`config.mk`:
```
export PLATFORM = sky130hd
export DESIGN_NAME = inst_fetch
export DESIGN_NICKNAME = d
export VERILOG_FILES = /design/src/rtl/inst_fetch_pkg.sv /design/src/rtl/inst_fetch_queue.sv /design/src/rtl/inst_fetch.sv
export SDC_FILE = /design/constraint.sdc
export NUM_CORES = 1
export LEC_CHECK = 0
export CAP_MARGIN = 10
export CORE_UTILIZATION = 30
export DETAILED_ROUTE_END_ITERATION = 8
export PLACE_DENSITY_LB_ADDON = 0.15
export SYNTH_ARGS = -nofsm -noshare
export SYNTH_HDL_FRONTEND = slang
export SYNTH_SLANG_ARGS = --single-unit
```
`constraint.sdc`:
```
create_clock -name clk -period 11.2 [get_ports clk]
set_clock_uncertainty 0.2 [all_clocks]
set_input_delay 1.12 -clock clk [delete_from_list [all_inputs] [get_ports clk]]
set_output_delay 1.12 -clock clk [all_outputs]
set_load 0.05 [all_outputs]
```
`src/rtl/inst_fetch_pkg.sv`:
```
// Shared widths, opcode constants, FSM encoding and queue entry layout for the
// instruction fetch block.
package inst_fetch_pkg;

  localparam int ADDR_WIDTH = 32;
  localparam int INST_WIDTH = 32;

  localparam logic [6:0] JAL_OPCODE = 7'b1101111;

  localparam logic TRUE  = 1'b1;
  localparam logic FALSE = 1'b0;

  localparam logic [ADDR_WIDTH-1:0] EMPTY_ADDR = '0;

  typedef enum logic [1:0] {
    ST_FLUSH = 2'd0,
    ST_REQ   = 2'd1,
    ST_HOLD  = 2'd2
  } fetch_state_e;

  typedef struct packed {
    logic [INST_WIDTH-1:0] inst;
    logic [ADDR_WIDTH-1:0] pc;
    logic                  pred_taken;
    logic [ADDR_WIDTH-1:0] pred_pc;
  } iq_entry_t;

  // Sign-extended J-type immediate (byte offset, bit 0 always zero).
  function automatic logic [ADDR_WIDTH-1:0] j_imm(input logic [INST_WIDTH-1:0] inst);
    return {{11{inst[31]}}, inst[31], inst[19:12], inst[20], inst[30:21], 1'b0};
  endfunction

endpackage

```
`src/rtl/inst_fetch_queue.sv`:
```
// Show-ahead circular instruction queue with flush; head reads as zero when
// empty so decode never sees stale storage.
module inst_queue
  import inst_fetch_pkg::*;
#(
  parameter int DEPTH = 16
) (
  input  logic      clk,
  input  logic      rst_n,
  input  logic      en_i,
  input  logic      flush_i,
  input  logic      push_i,
  input  iq_entry_t push_data_i,
  input  logic      pop_i,
  output logic      valid_o,
  output iq_entry_t head_o,
  output logic      full_o,
  output logic      full_next_o
);

  localparam int PW = $clog2(DEPTH);
  localparam logic [PW:0] FULL_COUNT = (PW+1)'(DEPTH);

  logic [PW-1:0] head_q, head_d;
  logic [PW-1:0] tail_q, tail_d;
  logic [PW:0]   count_q, count_d;
  logic          do_push, do_pop;
  iq_entry_t     mem_q [DEPTH];

  assign valid_o = (count_q != '0);
  assign full_o  = (count_q == FULL_COUNT);
  assign do_pop  = pop_i & valid_o & ~flush_i;
  assign do_push = push_i & ~flush_i & (~full_o | do_pop);

  always_comb begin
    head_d  = head_q;
    tail_d  = tail_q;
    count_d = count_q;
    if (flush_i) begin
      head_d  = '0;
      tail_d  = '0;
      count_d = '0;
    end else begin
      if (do_pop)  head_d = head_q + 1'b1;
      if (do_push) tail_d = tail_q + 1'b1;
      case ({do_push, do_pop})
        2'b10:   count_d = count_q + 1'b1;
        2'b01:   count_d = count_q - 1'b1;
        default: count_d = count_q;
      endcase
    end
  end

  assign full_next_o = (count_d == FULL_COUNT);

  always_ff @(posedge clk or negedge rst_n) begin
    if (!rst_n) begin
      head_q  <= '0;
      tail_q  <= '0;
      count_q <= '0;
    end else if (en_i) begin
      head_q  <= head_d;
      tail_q  <= tail_d;
      count_q <= count_d;
    end
  end

  always_ff @(posedge clk) begin
    if (en_i && do_push) mem_q[tail_q] <= push_data_i;
  end

  assign head_o = valid_o ? mem_q[head_q] : '0;

endmodule

```
`src/rtl/inst_fetch.sv`:
```
// Instruction fetch: PC register, single-outstanding request FSM, static JAL
// prediction and the instruction queue feeding decode.
module inst_fetch
  import inst_fetch_pkg::*;
#(
  parameter int                    IQ_DEPTH = 16,
  parameter logic [ADDR_WIDTH-1:0] RESET_PC = 32'h0
) (
  input  logic                  clk,
  input  logic                  rst_n,
  input  logic                  rdy,
  input  logic                  clear,
  input  logic [ADDR_WIDTH-1:0] clear_pc,
  output logic                  if_get_pc,
  output logic [ADDR_WIDTH-1:0] pc_get,
  input  logic                  if_get_inst,
  input  logic [INST_WIDTH-1:0] get_inst,
  output logic                  iq_valid,
  output logic [INST_WIDTH-1:0] iq_inst,
  output logic [ADDR_WIDTH-1:0] iq_pc,
  output logic                  iq_pred_taken,
  output logic [ADDR_WIDTH-1:0] iq_pred_pc,
  input  logic                  iq_pop
);

  fetch_state_e          state_q;
  logic [ADDR_WIDTH-1:0] pc_q;
  logic                  req_q;

  logic                  is_jal;
  logic [ADDR_WIDTH-1:0] next_pc;
  logic                  resp_take;
  logic                  iq_full, iq_full_next;
  iq_entry_t             push_entry, head_entry;

  assign is_jal    = (get_inst[6:0] == JAL_OPCODE);
  assign next_pc   = is_jal ? (pc_q + j_imm(get_inst)) : (pc_q + 32'd4);
  assign resp_take = (state_q == ST_REQ) & if_get_inst & ~clear;

  // Dropped in the response cycle so the controller never re-fetches the old pc.
  assign if_get_pc = req_q & ~if_get_inst & ~clear;
  assign pc_get    = pc_q;

  assign push_entry = '{inst: get_inst, pc: pc_q, pred_taken: is_jal, pred_pc: next_pc};

  always_ff @(posedge clk or negedge rst_n) begin
    if (!rst_n) begin
      state_q <= ST_FLUSH;
      pc_q    <= RESET_PC;
      req_q   <= FALSE;
    end else if (rdy) begin
      if (clear) begin
        state_q <= ST_FLUSH;
        pc_q    <= clear_pc;
        req_q   <= FALSE;
      end else begin
        case (state_q)
          ST_FLUSH: begin
            state_q <= iq_full ? ST_HOLD : ST_REQ;
            req_q   <= ~iq_full;
          end
          ST_REQ: begin
            if (if_get_inst) begin
              pc_q    <= next_pc;
              state_q <= iq_full_next ? ST_HOLD : ST_REQ;
              req_q   <= ~iq_full_next;
            end
          end
          ST_HOLD: begin
            if (!iq_full) begin
              state_q <= ST_REQ;
              req_q   <= TRUE;
            end
          end
          default: begin
            state_q <= ST_FLUSH;
            req_q   <= FALSE;
          end
        endcase
      end
    end
  end

  inst_queue #(
    .DEPTH(IQ_DEPTH)
  ) u_queue (
    .clk         (clk),
    .rst_n       (rst_n),
    .en_i        (rdy),
    .flush_i     (clear),
    .push_i      (resp_take),
    .push_data_i (push_entry),
    .pop_i       (iq_pop),
    .valid_o     (iq_valid),
    .head_o      (head_entry),
    .full_o      (iq_full),
    .full_next_o (iq_full_next)
  );

  assign iq_inst       = head_entry.inst;
  assign iq_pc         = head_entry.pc;
  assign iq_pred_taken = head_entry.pred_taken;
  assign iq_pred_pc    = head_entry.pred_pc;

endmodule

```
# After elaboration in Yosys (flattened, before gate mapping)
# Memory sizes are Yosys's and may differ from the RTL's.
# Index checks and enable logic that the tools add are counted.
[word_totals]
memories = 1
mem_bits_rw = 1552
input_bits = 70
register_bits = 48
[memory_table]
columns = ["memory", "depth", "word_bits", "read_ports", "rd_clocked_by_memory_dff", "write_ports", "line", "source"]
rows = [
  ["u_queue.mem_q", 16, 97, 1, 0, 1, "inst_fetch_queue.sv:28", "iq_entry_t mem_q [DEPTH];"],
]
[classes]
bitwise = 13
n_reduce_logical = 11
eq_ne = 9
add_sub_neg = 6
mux = 23
[op_table]
columns = ["operator", "n"]
rows = [
  ["$mux W32", 4],
  ["$mux W97", 1],
  ["$add A32 B3 Y32 const B", 1],
  ["$add A32 B32 Y32", 1],
  ["$mux W4", 4],
  ["$eq A5 B5 Y1 const B", 2],
  ["$mux W2", 5],
  ["$pmux W5 S2", 1],
  ["$add A4 B1 Y4 const B", 2],
  ["$and A1 B1 Y1", 8],
  ["$reduce_bool A2 Y1", 4],
  ["$eq A7 B7 Y1 const B", 1],
  ["$ne A3 B3 Y1 const B", 2],
  ["$pmux W2 S3", 1],
  ["$reduce_and A3 Y1", 2],
  ["$add A5 B1 Y5 const B", 1],
  ["$mux W1", 5],
  ["$mux W5", 1],
  ["$reduce_bool A5 Y1", 1],
  ["$sub A5 B1 Y5 const B", 1],
  ["$eq A2 B1 Y1 const B", 2],
  ["$eq A2 B2 Y1 const B", 2],
  ["$not A1 Y1", 4],
  ["$reduce_and A2 Y1", 2],
  ["other kinds (4)", 4],
]

# Longest topological paths before layout
[logic_depth]
depth_word = 13
depth_mapped = 13
ltp_nobuf = 13

# Modules after synthesis
# Synthesis repeated with hierarchy kept, for this count alone.
[hier_totals]
hier_cells = 3088
area_unflattened_um2 = 63963.8
[by_module_without_submodules]
columns = ["module", "instances", "cells_each", "area_each_um2", "seq_area_each_um2"]
rows = [
  ["inst_queue", 1, 2510, 59663.5, 46930.0],
  ["inst_fetch", 1, 578, 4300.4, 850.8],
]

# Worst setup path after synthesis
# No wires, ideal clock.
[synth_path]
path_type = "input-to-reg"
startpoint = "input clear"
endpoint = "memory u_queue.mem_q[4][10] (netlist bit), enable pin"
stages = 7
path_slack_ns = 1.407
setup_time_ns = 0.668
t_required_ns = 10.332
t_arrival_ns = 8.925
path_cell_list = "clkbuf_1 > o21ai_0 > or2_2 > clkbuf_1 > nor2_1 > nand2_1 > nor3_1"
[synth_between]
elab_chain_len = 7
elab_cells_between_ends = 9
cone_classes = "mux: 2; bitwise: 6; reduce/logical: 1"
[synth_lines]
columns = ["item", "line", "source"]
rows = [
  ["start: declaration", "inst_fetch.sv:12", "input logic clear,"],
  ["$not A1 Y1 (*)", "inst_fetch_queue.sv:32, inst_fetch_queue.sv:33, inst_fetch.sv:38", ""],
  ["$and A1 B1 Y1, on equally long branches", "inst_fetch.sv:38, inst_fetch_queue.sv:32", ""],
  ["$and A1 B1 Y1 or $or A1 B1 Y1 (tied branches)", "inst_fetch_queue.sv:33", "assign do_push = push_i & ~flush_i & (~full_o | do_pop);"],
  ["$and A1 B1 Y1 (*)", "inst_fetch_queue.sv:33", ""],
  ["$logic_and A1 B1 Y1 (*)", "inst_fetch_queue.sv:69", "if (en_i && do_push) mem_q[tail_q] <= push_data_i;"],
  ["$mux W1 (*)", "inst_fetch_queue.sv:69", ""],
  ["$mux W1 (not written as such) (*)", "inst_fetch_queue.sv:69", ""],
  ["end: declaration", "inst_fetch_queue.sv:28", ""],
]
# Mark *: on every way between the ends. The rest lies on a longest branch, timed or not.

# Worst setup path in the final report
[layout_path]
startpoint = "register u_queue.head_q[0]"
endpoint = "output iq_pc[26]"
[layout_between]
elab_chain_len = 2
[layout_lines]
columns = ["item", "line", "source"]
rows = [
  ["start: declaration", "inst_fetch_queue.sv:24", "logic [PW-1:0] head_q, head_d;"],
  ["start signal: assignment", "inst_fetch_queue.sv:58", "head_q <= '0;"],
  ["start signal: assignment", "inst_fetch_queue.sv:62", "head_q <= head_d;"],
  ["$mem_v2 Z16 W97", "n/a", ""],
  ["$mux W97", "inst_fetch_queue.sv:72", "assign head_o = valid_o ? mem_q[head_q] : '0;"],
  ["end: declaration", "inst_fetch.sv:20", "output logic [ADDR_WIDTH-1:0] iq_pc,"],
]
# Every way passes these cells.

==> flow_summary.rst <==
.. list-table::
   :header-rows: 1

   * - Metric
     - Value
   * - Reg2reg setup slack
     - 6.47 ns
   * - Terminating pin of the worst hold path
     - pc_get[5]
   * - Worst slew margin relative to its limit
     - 0.161
   * - Setup-failing EPs final
     - 0
   * - Port buffer count
     - 200
   * - Achievable Freq
     - 144 MHz
   * - Via count of the routed design
     - 30,800
   * - Routed length per instance
     - 29.2 microns
   * - Fin worst setup slack
     - 4.27 ns
   * - Worst hold path depth
     - 2
   * - Main area contributors after synthesis
     - sky130_fd_sc_hd__edfxtp_1 (73%), sky130_fd_sc_hd__mux4_2 (17%), sky130_fd_sc_hd__dfrtp_1 (1.9%), sky130_fd_sc_hd__and2_1 (1.0%), sky130_fd_sc_hd__ha_1 (0.77%)
   * - P per Cell Area
     - 227 mW/mm^2
   * - DR iter-0 viols
     - 2,748
   * - Maximum VDD drop
     - 0.175 mV
   * - Routability congestion estimate
     - 0.788
   * - Net load switching power
     - 4.93 mW
   * - First-pass GRT wire length
     - 254,000 microns
   * - Number of endpoints with negative hold slack in the final report
     - 0
   * - Total internal power
     - 12.0 mW
   * - Element type at the critical path end
     - primary output
   * - Post-cts repair resize count
     - 0
   * - P&R area growth vs syn
     - 18.1%
   * - Post-CTS clock slew at the launch and capture registers of the worst setup and hold paths
     - 0.06 ns
   * - Count of unresolved DRC violations after routing
     - 0
   * - Hold-fix buffer count after cts
     - 0
   * - Post-synthesis cell type count
     - 57
   * - Path type of the worst setup path
     - reg -> out
   * - Leading post-synthesis cells by instance count
     - sky130_fd_sc_hd__edfxtp_1 (1,536), sky130_fd_sc_hd__mux4_2 (480), sky130_fd_sc_hd__and2_1 (105)
   * - Die Span X
     - 461 microns
   * - Number of instances in the synthesized netlist
     - 2,905
   * - CTS Buffer Depth
     - 3
   * - CTS tree
     - built
   * - Antenna violations before repair
     - 19
   * - Final TNS setup
     - 0 ns
   * - Via density
     - 4.98
   * - Worst Hold Launch
     - pc_get[5]
   * - Sequential element share of the synthesized area
     - 0.749
   * - Number of nets produced by synthesis
     - 3,016
   * - Final core utilization
     - 0.356
   * - Root Driver
     - sky130_fd_sc_hd__clkbuf_16
   * - Initial core utilization
     - 0.302
   * - Core Footprint
     - 0.209 sq mm
   * - DP Wirelength
     - 98,600 microns
   * - Most used standard cell by instance count after synthesis
     - sky130_fd_sc_hd__edfxtp_1
   * - Critical path required time
     - 9.88 ns
   * - Die span in y
     - 461 microns
   * - Synth warnings
     - 0
   * - Later-pin clock latency in the skew report
     - 0.81 ns
   * - Critical path fanouts, max
     - 52
   * - Number of flops mapped to enable cells by yosys
     - 1,536
   * - R2R Path End
     - u_queue.mem_q[0][31]
   * - Seq pwr share
     - 0.417
   * - Type of the worst min-delay path
     - reg -> reg
   * - Minimum hold slack
     - 0.292 ns
   * - Number of CTS-inserted buffers
     - 173
   * - Clk sinks
     - 1,583
   * - Number of ports placed on the die boundary
     - 201
   * - Number of nets still failing antenna checks after routing
     - 0
   * - Flop and latch count out of synthesis
     - 1,583
   * - Post-CTS repair timing setup buffer count
     - 0
   * - Data arrival at the endpoint of the critical path
     - 5.61 ns
   * - Final layout net count
     - 3,343
   * - Area share of the largest cell type after synthesis
     - 0.730
   * - Top_reg_cell synth
     - sky130_fd_sc_hd__edfxtp_1
   * - FF-to-FF Start
     - pc_get[1]
   * - Tmin final
     - 6.93 ns
   * - Switching fraction of total power
     - 0.291
   * - Yosys top cell by area
     - sky130_fd_sc_hd__edfxtp_1
   * - Gr usage total
     - 0.170
   * - Total of max-cap violations
     - 0
   * - Deepest level of the CTS H-tree
     - 4
   * - Grt total ovfl
     - 0
   * - Final cycle utilization of the critical path
     - 0.618
   * - Power share of the combinational group
     - 0.252
   * - Unrepaired setup endpoints after global routing
     - false
   * - Die footprint
     - 0.212 sq mm
   * - Number of cells in the design after placement
     - 5,855
   * - Rows
     - 168
   * - Count of TritonRoute iterations in the first routing pass
     - 6
   * - Pre-CTS WS
     - 4.92 ns
   * - Largest net degree at the start of global routing
     - 101
   * - Part of the total power dissipated in the clock network
     - 0.331
   * - Post-Route WL
     - 180,000 microns
   * - Via count of the first global-routing pass
     - 33,200
   * - Cells on worst reg2reg path
     - 13
   * - Fraction of layout instances using a drive strength above 1
     - 0.257
   * - Mapped cell area
     - 0.0631 sq mm
   * - Final Non-Filler Cells
     - 6,179
   * - Average footprint of a synthesized cell
     - 21.7 sq um
   * - Status
     - finished, final reports clean
   * - Actual slew at the worst max-slew pin
     - 1.25 ns
   * - Number of pins exceeding their max-slew limit in the final report
     - 0
   * - Leakage
     - 23.1 nW
   * - Launching element type of the critical path
     - flop
   * - Share of async-settable or async-resettable flops after synthesis
     - 0.0297
==> cell usage in the layout, fill, tap and decap left out, drive strengths merged, types with 47 or more instances in the layout <==
cell | synthesis | routed
clkdlybuf4s50 | 0 | 197
nor2 | 57 | 57
edfxtp | 1536 | 1536
dfrtp | 47 | 47
buf | 49 | 106
clkbuf | 102 | 222
clkinv | 0 | 70
nand2 | 92 | 92
and2 | 105 | 105
mux4 | 480 | 480
==> metal layers <==
layer | part of all wire | wire, microns | vias to the layer above | track usage
met5 | 0.000083 | 15 | - | 0
met4 | 0.021 | 3810 | 2 | 0.0420
met3 | 0.043 | 7800 | 223 | 0.0250
met2 | 0.51 | 91600 | 875 | 0.293
met1 | 0.43 | 77100 | 16900 | 0.225
li1 | - | - | 12800 | -
==> flip-flops by register name (all words and copies together), names as in the netlist <==
| signal | cells |
|---|---|
| state_q | 2 |
| pc_get | 32 |
| u_queue.head_q | 4 |
| u_queue.count_q | 5 |
| u_queue.mem_q | 1536 |
| u_queue.tail_q | 4 |
==> kinds of logic (layout without fill, tap and decap cells) <==
family	Yosys count	in the layout	synth area share
AOI/OAI and AO/OA	172	172	0.0178
and+or+nand+nor	357	357	0.0290
xor gates and xnor gates	60	60	0.00832
muxes	511	511	0.176
DFF	1583	1583	0.749
adders and majority gates	41	41	0.00836
buffers and inverters	181	648	0.0112
other	0	2	0
==> how the worst max path moves through the flow <==
stage                      start              endpoint  slack [ns]  cells after the start
4_1_cts        u_queue.head_q[0]            iq_inst[7]        4.03                      6
2_1_floorplan              clear  u_queue.mem_q[4][10]        1.41                      7
3_5_place_dp   u_queue.head_q[0]            iq_inst[7]        4.92                      6
5_1_grt        u_queue.head_q[0]             iq_pc[30]        3.83                      6
6_report       u_queue.head_q[0]             iq_pc[26]        4.27                      6
3_3_place_gp   u_queue.head_q[0]            iq_inst[7]        4.97                      6
==> critical path, cell delays in order (launching register included) <==
cell and delay (ns):
sky130_fd_sc_hd__dfrtp_4 0.89, sky130_fd_sc_hd__buf_4 0.84, sky130_fd_sc_hd__buf_4 0.95, sky130_fd_sc_hd__mux4_2 0.61, sky130_fd_sc_hd__mux4_2 0.50, sky130_fd_sc_hd__and2_1 0.18
sky130_fd_sc_hd__clkdlybuf4s50_1 0.70
==> power groups by stage <==
stage               clock, mW  combinational (mW)  sequential [mW]
floorplan                   0                2.92             7.22
global placement            0                4.31             7.19
detailed placement          0                4.37             7.20
CTS                      5.76                4.39             7.07
global route             5.96                4.58             7.09
finish                   5.62                4.27             7.07
==> layout make-up <==
cell class | instances | area [sq um]
Antenna cell | 2 | 5.00
Clock buffer | 222 | 4640
Clock inverter | 93 | 933
Fill cell | 19300 | 135000
Inverter | 30 | 113
Multi-Input combinational cell | 1141 | 15200
Sequential cell | 1583 | 47300
Tap cell | 2805 | 3510
Timing Repair Buffer | 303 | 2800
==> stage by stage <==
step | cell area, sq um | power [mW]
global route | 74600 | 17.6
detailed placement | 68900 | 11.6
CTS | 74500 | 17.2
finish | 74600 | 17.0
global placement | 68900 | 11.5
floorplan | 63100 | 10.1
Power figures use the tool's default switching activity.
